### src/rtl/b16_sram_bridge_if.sv
// rtl/b16_sram_bridge_if.sv - b16 core / async SRAM bus bundle for b16_sram_bridge
// Optional I/O window signals exist only when B16_IOWIN_EN is defined.
interface b16_sram_bridge_if #(parameter int l = 16);
  logic [l-1:0] cpu_addr;
  logic         cpu_rd;
  logic [1:0]   cpu_wr;
  logic [l-1:0] cpu_dout;
  logic [l-1:0] cpu_din;
  logic         dbg_run;
  logic         run;
  logic [l-2:0] sram_a;
  logic [l-1:0] sram_dq_o;
  logic [l-1:0] sram_dq_i;
  logic         sram_dq_oe;
  logic         sram_ce_n;
  logic         sram_oe_n;
  logic         sram_we_n;
  logic         sram_ub_n;
  logic         sram_lb_n;
`ifdef B16_IOWIN_EN
  logic         io_rd;
  logic [1:0]   io_wr;
  logic [l-1:0] io_din;

  modport master (
    output cpu_addr, cpu_rd, cpu_wr, cpu_dout, dbg_run, sram_dq_i, io_din,
    input  cpu_din, run, sram_a, sram_dq_o, sram_dq_oe,
    input  sram_ce_n, sram_oe_n, sram_we_n, sram_ub_n, sram_lb_n, io_rd, io_wr
  );
  modport slave (
    input  cpu_addr, cpu_rd, cpu_wr, cpu_dout, dbg_run, sram_dq_i, io_din,
    output cpu_din, run, sram_a, sram_dq_o, sram_dq_oe,
    output sram_ce_n, sram_oe_n, sram_we_n, sram_ub_n, sram_lb_n, io_rd, io_wr
  );
`else
  modport master (
    output cpu_addr, cpu_rd, cpu_wr, cpu_dout, dbg_run, sram_dq_i,
    input  cpu_din, run, sram_a, sram_dq_o, sram_dq_oe,
    input  sram_ce_n, sram_oe_n, sram_we_n, sram_ub_n, sram_lb_n
  );
  modport slave (
    input  cpu_addr, cpu_rd, cpu_wr, cpu_dout, dbg_run, sram_dq_i,
    output cpu_din, run, sram_a, sram_dq_o, sram_dq_oe,
    output sram_ce_n, sram_oe_n, sram_we_n, sram_ub_n, sram_lb_n
  );
`endif
endinterface

### src/rtl/b16_sram_bridge.sv
// rtl/b16_sram_bridge.sv - b16 core to async 16-bit SRAM bridge with wait states and run gating
// Define B16_IOWIN_EN to add a zero-wait I/O window at cpu_addr[15:8] == iobase.
module b16_sram_bridge #(
  parameter int          l      = 16,
  parameter int          ws     = 2,
  parameter logic [7:0]  iobase = 8'hFF
) (
  input  logic clk,
  input  logic nreset,
  b16_sram_bridge_if.slave bus
);

  typedef enum logic [1:0] {IDLE, ACCESS, DONE} state_t;

  state_t       r_state;
  logic [3:0]   r_cnt;
  logic [l-2:0] r_addr;
  logic         r_rd;
  logic [1:0]   r_wr;
  logic [l-1:0] r_data;
  logic [l-1:0] r_dq_o;
  logic         r_dq_oe;
  logic         r_ce_n;
  logic         r_oe_n;
  logic         r_we_n;
  logic         r_ub_n;
  logic         r_lb_n;

  logic w_io_hit;
  logic w_req;
  logic w_match;
  logic w_run;
  logic w_unused;

`ifdef B16_IOWIN_EN
  assign w_io_hit    = (bus.cpu_addr[l-1:l-8] == iobase);
  assign bus.io_rd   = bus.cpu_rd & bus.dbg_run & w_io_hit & (r_state == IDLE);
  assign bus.io_wr   = bus.cpu_wr & {2{bus.dbg_run & w_io_hit & (r_state == IDLE)}};
  assign bus.cpu_din = ((r_state == IDLE) && w_io_hit) ? bus.io_din : r_data;
  assign w_unused    = bus.cpu_addr[0];
`else
  assign w_io_hit    = 1'b0;
  assign bus.cpu_din = r_data;
  assign w_unused    = ^{bus.cpu_addr[0], iobase};
`endif

  // I/O window hits never become SRAM requests, so run passes straight through for them
  assign w_req   = (bus.cpu_rd | (|bus.cpu_wr)) & ~w_io_hit;
  assign w_match = (bus.cpu_addr[l-1:1] == r_addr) & (bus.cpu_rd == r_rd) & (bus.cpu_wr == r_wr);

  always_comb begin
    w_run = 1'b0;
    case (r_state)
      IDLE:    w_run = bus.dbg_run & ~w_req;
      DONE:    w_run = bus.dbg_run & w_match;
      default: w_run = 1'b0;
    endcase
  end

  assign bus.run        = nreset & w_run;
  assign bus.sram_a     = r_addr;
  assign bus.sram_dq_o  = r_dq_o;
  assign bus.sram_dq_oe = r_dq_oe;
  assign bus.sram_ce_n  = r_ce_n;
  assign bus.sram_oe_n  = r_oe_n;
  assign bus.sram_we_n  = r_we_n;
  assign bus.sram_ub_n  = r_ub_n;
  assign bus.sram_lb_n  = r_lb_n;

  always_ff @(posedge clk or negedge nreset) begin
    if (!nreset) begin
      r_state <= IDLE;
      r_cnt   <= 4'd0;
      r_addr  <= '0;
      r_rd    <= 1'b0;
      r_wr    <= 2'b00;
      r_data  <= '0;
      r_dq_o  <= '0;
      r_dq_oe <= 1'b0;
      r_ce_n  <= 1'b1;
      r_oe_n  <= 1'b1;
      r_we_n  <= 1'b1;
      r_ub_n  <= 1'b1;
      r_lb_n  <= 1'b1;
    end else begin
      case (r_state)
        IDLE: begin
          if (w_req && bus.dbg_run) begin
            r_addr  <= bus.cpu_addr[l-1:1];
            r_rd    <= bus.cpu_rd;
            r_wr    <= bus.cpu_wr;
            r_dq_o  <= bus.cpu_dout;
            r_cnt   <= 4'(ws);
            r_ce_n  <= 1'b0;
            r_state <= ACCESS;
            // writes win when the core raises both strobes
            if (|bus.cpu_wr) begin
              r_we_n  <= 1'b0;
              r_ub_n  <= ~bus.cpu_wr[1];
              r_lb_n  <= ~bus.cpu_wr[0];
              r_dq_oe <= 1'b1;
            end else begin
              r_oe_n  <= 1'b0;
              r_ub_n  <= 1'b0;
              r_lb_n  <= 1'b0;
            end
          end
        end
        ACCESS: begin
          if (r_cnt == 4'd0) begin
            if (r_wr == 2'b00) r_data <= bus.sram_dq_i;
            r_ce_n  <= 1'b1;
            r_oe_n  <= 1'b1;
            r_we_n  <= 1'b1;
            r_ub_n  <= 1'b1;
            r_lb_n  <= 1'b1;
            r_state <= DONE;
          end else begin
            r_cnt <= r_cnt - 4'd1;
          end
        end
        DONE: begin
          // address and write data stay driven through DONE for SRAM hold time
          if (!w_match || bus.dbg_run) begin
            r_dq_oe <= 1'b0;
            r_state <= IDLE;
          end
        end
        default: r_state <= IDLE;
      endcase
    end
  end

endmodule
### src/flat_wrapper.sv
// flat-port wrapper written by rule: the top's interface ports become plain ports
module b16_sram_bridge_flat 
#(
  parameter int          l      = 16,
  parameter int          ws     = 2,
  parameter logic [7:0]  iobase = 8'hFF
)
  (clk, nreset, bus_cpu_addr, bus_cpu_rd, bus_cpu_wr, bus_cpu_dout, bus_dbg_run, bus_sram_dq_i, bus_cpu_din, bus_run, bus_sram_a, bus_sram_dq_o, bus_sram_dq_oe, bus_sram_ce_n, bus_sram_oe_n, bus_sram_we_n, bus_sram_ub_n, bus_sram_lb_n);
  b16_sram_bridge_if #(.l(l)) bus_i ();
  input  logic clk;
  input  logic nreset;
  input wire logic [$bits(bus_i.cpu_addr)-1:0] bus_cpu_addr;
  input wire logic [$bits(bus_i.cpu_rd)-1:0] bus_cpu_rd;
  input wire logic [$bits(bus_i.cpu_wr)-1:0] bus_cpu_wr;
  input wire logic [$bits(bus_i.cpu_dout)-1:0] bus_cpu_dout;
  input wire logic [$bits(bus_i.dbg_run)-1:0] bus_dbg_run;
  input wire logic [$bits(bus_i.sram_dq_i)-1:0] bus_sram_dq_i;
  output wire logic [$bits(bus_i.cpu_din)-1:0] bus_cpu_din;
  output wire logic [$bits(bus_i.run)-1:0] bus_run;
  output wire logic [$bits(bus_i.sram_a)-1:0] bus_sram_a;
  output wire logic [$bits(bus_i.sram_dq_o)-1:0] bus_sram_dq_o;
  output wire logic [$bits(bus_i.sram_dq_oe)-1:0] bus_sram_dq_oe;
  output wire logic [$bits(bus_i.sram_ce_n)-1:0] bus_sram_ce_n;
  output wire logic [$bits(bus_i.sram_oe_n)-1:0] bus_sram_oe_n;
  output wire logic [$bits(bus_i.sram_we_n)-1:0] bus_sram_we_n;
  output wire logic [$bits(bus_i.sram_ub_n)-1:0] bus_sram_ub_n;
  output wire logic [$bits(bus_i.sram_lb_n)-1:0] bus_sram_lb_n;
  assign bus_i.cpu_addr = bus_cpu_addr;
  assign bus_i.cpu_rd = bus_cpu_rd;
  assign bus_i.cpu_wr = bus_cpu_wr;
  assign bus_i.cpu_dout = bus_cpu_dout;
  assign bus_i.dbg_run = bus_dbg_run;
  assign bus_i.sram_dq_i = bus_sram_dq_i;
  assign bus_cpu_din = bus_i.cpu_din;
  assign bus_run = bus_i.run;
  assign bus_sram_a = bus_i.sram_a;
  assign bus_sram_dq_o = bus_i.sram_dq_o;
  assign bus_sram_dq_oe = bus_i.sram_dq_oe;
  assign bus_sram_ce_n = bus_i.sram_ce_n;
  assign bus_sram_oe_n = bus_i.sram_oe_n;
  assign bus_sram_we_n = bus_i.sram_we_n;
  assign bus_sram_ub_n = bus_i.sram_ub_n;
  assign bus_sram_lb_n = bus_i.sram_lb_n;
  b16_sram_bridge #(.l(l), .ws(ws), .iobase(iobase)) u_core (.clk(clk), .nreset(nreset), .bus(bus_i));
endmodule
### config.mk
export PLATFORM = sky130hd
export DESIGN_NAME = b16_sram_bridge_flat
export DESIGN_NICKNAME = d
export VERILOG_FILES = /design/src/rtl/b16_sram_bridge_if.sv /design/src/rtl/b16_sram_bridge.sv /design/src/flat_wrapper.sv
export SDC_FILE = /design/constraint.sdc
export NUM_CORES = 1
export LEC_CHECK = 0
export BUFFER_PORTS_ARGS = -buffer_cell sky130_fd_sc_hd__buf_2
export CORE_ASPECT_RATIO = 0.75
export CORE_MARGIN = 1.5
export CORE_UTILIZATION = 52
export CTS_BUF_LIST = sky130_fd_sc_hd__clkbuf_8 sky130_fd_sc_hd__clkbuf_16
export CTS_CLUSTER_SIZE = 24
export DETAILED_ROUTE_END_ITERATION = 10
export MAX_ROUTING_LAYER = met4
export PLACE_DENSITY = 0.88
export SLEW_MARGIN = 20
export SYNTH_ARGS = -nofsm -noshare
export SYNTH_HDL_FRONTEND = slang
export SYNTH_SLANG_ARGS = --single-unit
### constraint.sdc
create_clock -name clk -period 5.3 [get_ports clk]
set_clock_uncertainty 0.05 [all_clocks]
set_input_delay 0.265 -clock clk [delete_from_list [all_inputs] [get_ports clk]]
set_output_delay 0.265 -clock clk [all_outputs]
set_load 0.05 [all_outputs]
After elaboration in Yosys (flattened, before gate mapping)
Index checks and enable logic that the tools add are counted.

cells by class
  add/sub/neg operators = 1
  equality and inequality tests = 11
  muxes and demuxes = 27
  bitwise operators = 9
  reductions and logical operators = 17

operator list
  operator               count
  $eq A15 B15 Y1         1
  $pmux W1 S2            7
  $mux W1                13
  $reduce_and A3 Y1      4
  $reduce_and A4 Y1      3
  $mux W4                2
  $ne A2 B1 Y1 const B   4
  $pmux W4 S2            1
  $mux W2                3
  $pmux W2 S3            1
  $and A1 B1 Y1          5
  $logic_not A2 Y1       2
  $logic_not A4 Y1       1
  $ne A2 B2 Y1 const B   2
  $reduce_bool A2 Y1     2
  $sub A4 B1 Y4 const B  1
  $not A1 Y1             3
  $eq A2 B1 Y1 const B   1
  $eq A2 B2 Y1           1
  $eq A2 B2 Y1 const B   1
  $reduce_and A2 Y1      1
  $reduce_or A2 Y1       1
  $eq A1 B1 Y1           1
  $logic_and A1 B1 Y1    1
  other kinds (3)        3

storage, ports and cells
  register bits = 62
  input bits = 54
  output and inout bits = 54

Depth between registers and ports, before layout
  word-level depth = 7
  gate-level depth with buffers = 7
  depth with buffers taken out = 7

Least setup slack after synthesis
No wires, ideal clock.

  kind = flip-flop to output port
  start point = register u_core.r_addr[5] (netlist: u_core.bus.sram_a[5])
  end point = output bus_run
  arrival time = 2.416 ns
  data required time = 4.985 ns
  slack = 2.569 ns
  cell stages (with the launch flop) = 6
  cell sequence = dfrtp_1 -> xnor2_1 -> nand4_1 -> nor3_1 -> a31oi_1 -> nor3b_1

on the way
  longest elaborated chain between the ends = 6

ends and longest elaborated chain
  item                        line                   source
  start, declared             b16_sram_bridge.sv:17  logic [l-2:0] r_addr;
  start signal, assigned      b16_sram_bridge.sv:89  r_addr <= bus.cpu_addr[l-1:1];
  $eq A15 B15 Y1              b16_sram_bridge.sv:49  assign w_match = (bus.cpu_addr[l-1:1] == r_addr) & (bus.cpu_rd == r_rd) & (bus.cpu_wr == r_wr);
  $and A1 B1 Y1 (2 in a row)  b16_sram_bridge.sv:49
  $and A1 B1 Y1               b16_sram_bridge.sv:55  DONE: w_run = bus.dbg_run & w_match;
  $pmux W1 S2                 b16_sram_bridge.sv:53  case (r_state)
  $and A1 B1 Y1               b16_sram_bridge.sv:60  assign bus.run = nreset & w_run;
  end, declared               flat_wrapper.sv:19     output wire logic [$bits(bus_i.run)-1:0] bus_run;

Every way passes these cells.

Worst setup path after layout
  start point = register u_core.r_addr[0] (netlist: u_core.bus.sram_a[0])
  end point = output bus_run

Same word-level chain as after synthesis.

==> reports/summary.md <==
The detail route stage leaves a number of antenna-violating nets equal to 0. The root buffer cell chosen for the clock tree is sky130_fd_sc_hd__clkbuf_8. The run gives 0 as the remaining design rule violation count. Reg2reg setup slack: 3.17 ns. The sequential cell area fraction in the yosys report was 0.575. The slew at the pin closest to its max-slew limit came out at 1.00 ns. For this block, the initial DRC count from the detailed router was 49. Setup repair after global routing left no endpoint under its margin.

Summed over all layers, the global routing overflow is 0. The final period utilization is 0.437, and the share of post-route cells with drive strength above 1 is 0.505. In the layout the commonest cells are 106 x sky130_fd_sc_hd__buf_2, 57 x sky130_fd_sc_hd__dfrtp_1, 24 x sky130_fd_sc_hd__mux2_1.

The floorplan step set the die width to 86.3 um. In the synthesized netlist the dominant register cell turns out to be sky130_fd_sc_hd__dfrtp_1. For this run, the number of Yosys warnings is 0. For the netlist area before placement, the log shows 0.00271 sq mm. The count of cells resized by post-cts repair was 0; the fraction of registers with async set/reset was 1.00. TritonCTS built the clock tree. Across the run, the number of max-cap violations was 0. The run gives 1,939 as the number of global-route vias before repair. The count of pins over their slew limit is 0. For the first-pass detailed-route iteration total, the log shows 4. The critical path in this run is classified as reg2out.

Reg-to-reg startpoint: u_core.r_cnt[0]. The CTS buffer count was 9; the post-synthesis instance total was 195. Input and output buffers added on the ports amount to 106.

The logs give 62 for the CTS sink count and 2.00 ns for the critical path data arrival time. The run gives 2 as the deepest clock path buffer count. The run gives 1,874 as the total number of vias. Detailed placement ended at an HPWL of 3820 um. The total length of routed wires was 5350 um; the overall fraction of global-route tracks in use was 0.207. Final hold violation count: 0.

The area growth from synthesis to final layout was 26.1%; the final RePlAce weighted congestion was 0.779. The average detailed-routed wire length per instance is 14.5 um. The final critical delay including setup and external delays was 2.32 ns.

Setup violations remaining at the end of the flow were counted as 0. The count of state elements after synthesis is 62. The run gives 22 as the number of cell rows. The height of the die came out at 65.5 um. In this run the standard cell core region covers 0.00495 sq mm. The headroom to the max-slew limit came out at 0.333. In this run the worst setup path begins at u_core.bus.sram_a[0]. Counting flops with a built-in enable in the synthesized netlist gives 0.

The H-tree level count is 3, and the total I/O pin count is 108. For the data required time at the worst endpoint, the log shows 4.99 ns. The setup total negative slack came out at 0 ns. The flow ran to the end, and the final reports show no timing, DRC or antenna violations. The most common cell after layout, fill and taps aside was sky130_fd_sc_hd__buf_2. The top achievable clock speed is 432 MHz, and the count of cell types in the netlist is 35. The run gives 0 as the initial antenna violation count. STA classifies the critical path endpoint as an output pin. The worst-path maximum fanout was 3; the effective utilization at floorplan was 0.546.

Hold repair after CTS inserted 0 buffers. The routed via count divided by cell count is 5.08, and the antenna diode count is 0. The number of nets handed over by synthesis was 250. The tools report the kind of start point of the critical path as a register. Entering global routing, the biggest net connects 64 pins. For the overall die area, the log shows 0.00565 sq mm. For this run, the post-layout net count is 359.

The post-CTS setup buffer count is 0, and the post-synthesis area per instance is 13.9 sq um. The clock transition at the registers of the reported paths was 0.07 ns. The path class of the tightest hold or removal check is in2async. The clock latency at the later pin of the worst-skew pair came out at 0.33 ns. The first global-routing pass estimated 8610 um of wire.
==> flip-flops by register name, indices dropped and copies added (netlist names), 2 cells and up <==
signal	count
u_core.r_wr	2
u_core.bus.sram_a	15
u_core.bus.cpu_din	16
u_core.bus.sram_dq_o	16
u_core.r_cnt	4
u_core.r_state	2
==> cell type report <==
type	instances	area (sq um)
fill	363	1540
clock inverter	6	28.8
clock buffer	10	138
multi-input combinational	117	1050
inverter	7	26.3
timing repair buffer	107	538
sequential	62	1560
tap	60	75.1
==> cell usage after synthesis (2+ instances only) <==
master | count | share of area
sky130_fd_sc_hd__a21oi_1 | 2 | 0.0037
sky130_fd_sc_hd__a31oi_1 | 3 | 0.0069
sky130_fd_sc_hd__and2_1 | 2 | 0.0046
sky130_fd_sc_hd__buf_2 | 4 | 0.0074
sky130_fd_sc_hd__buf_6 | 2 | 0.0083
sky130_fd_sc_hd__dfrtp_1 | 57 | 0.53
sky130_fd_sc_hd__dfstp_2 | 5 | 0.049
sky130_fd_sc_hd__inv_1 | 7 | 0.0097
sky130_fd_sc_hd__mux2_1 | 24 | 0.10
sky130_fd_sc_hd__mux2_2 | 14 | 0.058
sky130_fd_sc_hd__mux2_4 | 10 | 0.055
sky130_fd_sc_hd__nand2_1 | 11 | 0.015
sky130_fd_sc_hd__nand3_1 | 2 | 0.0037
sky130_fd_sc_hd__nand4_1 | 4 | 0.0092
sky130_fd_sc_hd__nor3_1 | 3 | 0.0055
sky130_fd_sc_hd__nor4_1 | 2 | 0.0046
sky130_fd_sc_hd__o21ai_0 | 2 | 0.0037
sky130_fd_sc_hd__o21ai_1 | 3 | 0.0055
sky130_fd_sc_hd__o31ai_1 | 3 | 0.0083
sky130_fd_sc_hd__or3_1 | 2 | 0.0046
sky130_fd_sc_hd__xnor2_1 | 17 | 0.055
sky130_fd_sc_hd__xor2_1 | 3 | 0.0097
==> routing by layer <==
layer,track usage,share of wire,wire (um),vias to the layer above
met3,0.0716,0.070,376,10
met1,0.232,0.42,2230,910
met5,-,0,0,-
met4,0.0766,0.014,74,0
met2,0.348,0.50,2670,67
li1,-,-,-,887
==> critical path, cell delays in order (launching register included) <==
cell	delay, ns
sky130_fd_sc_hd__dfrtp_1	0.40
sky130_fd_sc_hd__xnor2_1	0.19
sky130_fd_sc_hd__nand4_1	0.14
sky130_fd_sc_hd__nor3_1	0.28
sky130_fd_sc_hd__a31oi_1	0.13
sky130_fd_sc_hd__nor3b_1	0.23
sky130_fd_sc_hd__buf_2	0.30
==> path summary, 6_finish.rpt <==
| check | cells after the start | endpoint |
|---|---|---|
| min in group clk | 2 | u_core.bus.sram_dq_o[14] |
| hold / removal | 2 | u_core.bus.sram_dq_o[11] |
| setup / recovery | 6 | bus_run |
| hold reg to reg | 2 | u_core.bus.sram_ce_n |
| setup reg to reg | 5 | u_core.bus.cpu_din[13] |
| max in group asynchronous | 2 | u_core.bus.sram_a[1] |
==> logic make-up after synthesis <==
group	after synthesis	synth area share
AOI/OAI and AO/OA	14	0.0310
xor gates and xnor gates	20	0.0647
adders and majority gates	1	0.00462
buffers and inverters	16	0.0370
DFF	62	0.575
muxes	48	0.213
and+or+nand+nor	34	0.0739
==> through the flow <==
stage | setup WS, ns | cell area, sq um | cells | utilization | hold WS, ns
2_1_floorplan | 2.57 | 2710 | 195 | - | -0.0806
3_3_place_gp | 3.21 | 3250 | 353 | 0.656 | 0.399
3_5_place_dp | 3.19 | 3250 | 353 | 0.656 | 0.405
4_1_cts | 2.99 | 3410 | 369 | 0.689 | 0.0596
5_1_grt | 2.80 | 3410 | 369 | 0.689 | 0.0924
6_report | 2.98 | 3410 | 369 | 0.689 | 0.0317
Power is not shown: default switching activity piles up to over one toggle a cycle in this logic, so the estimate is an artifact.
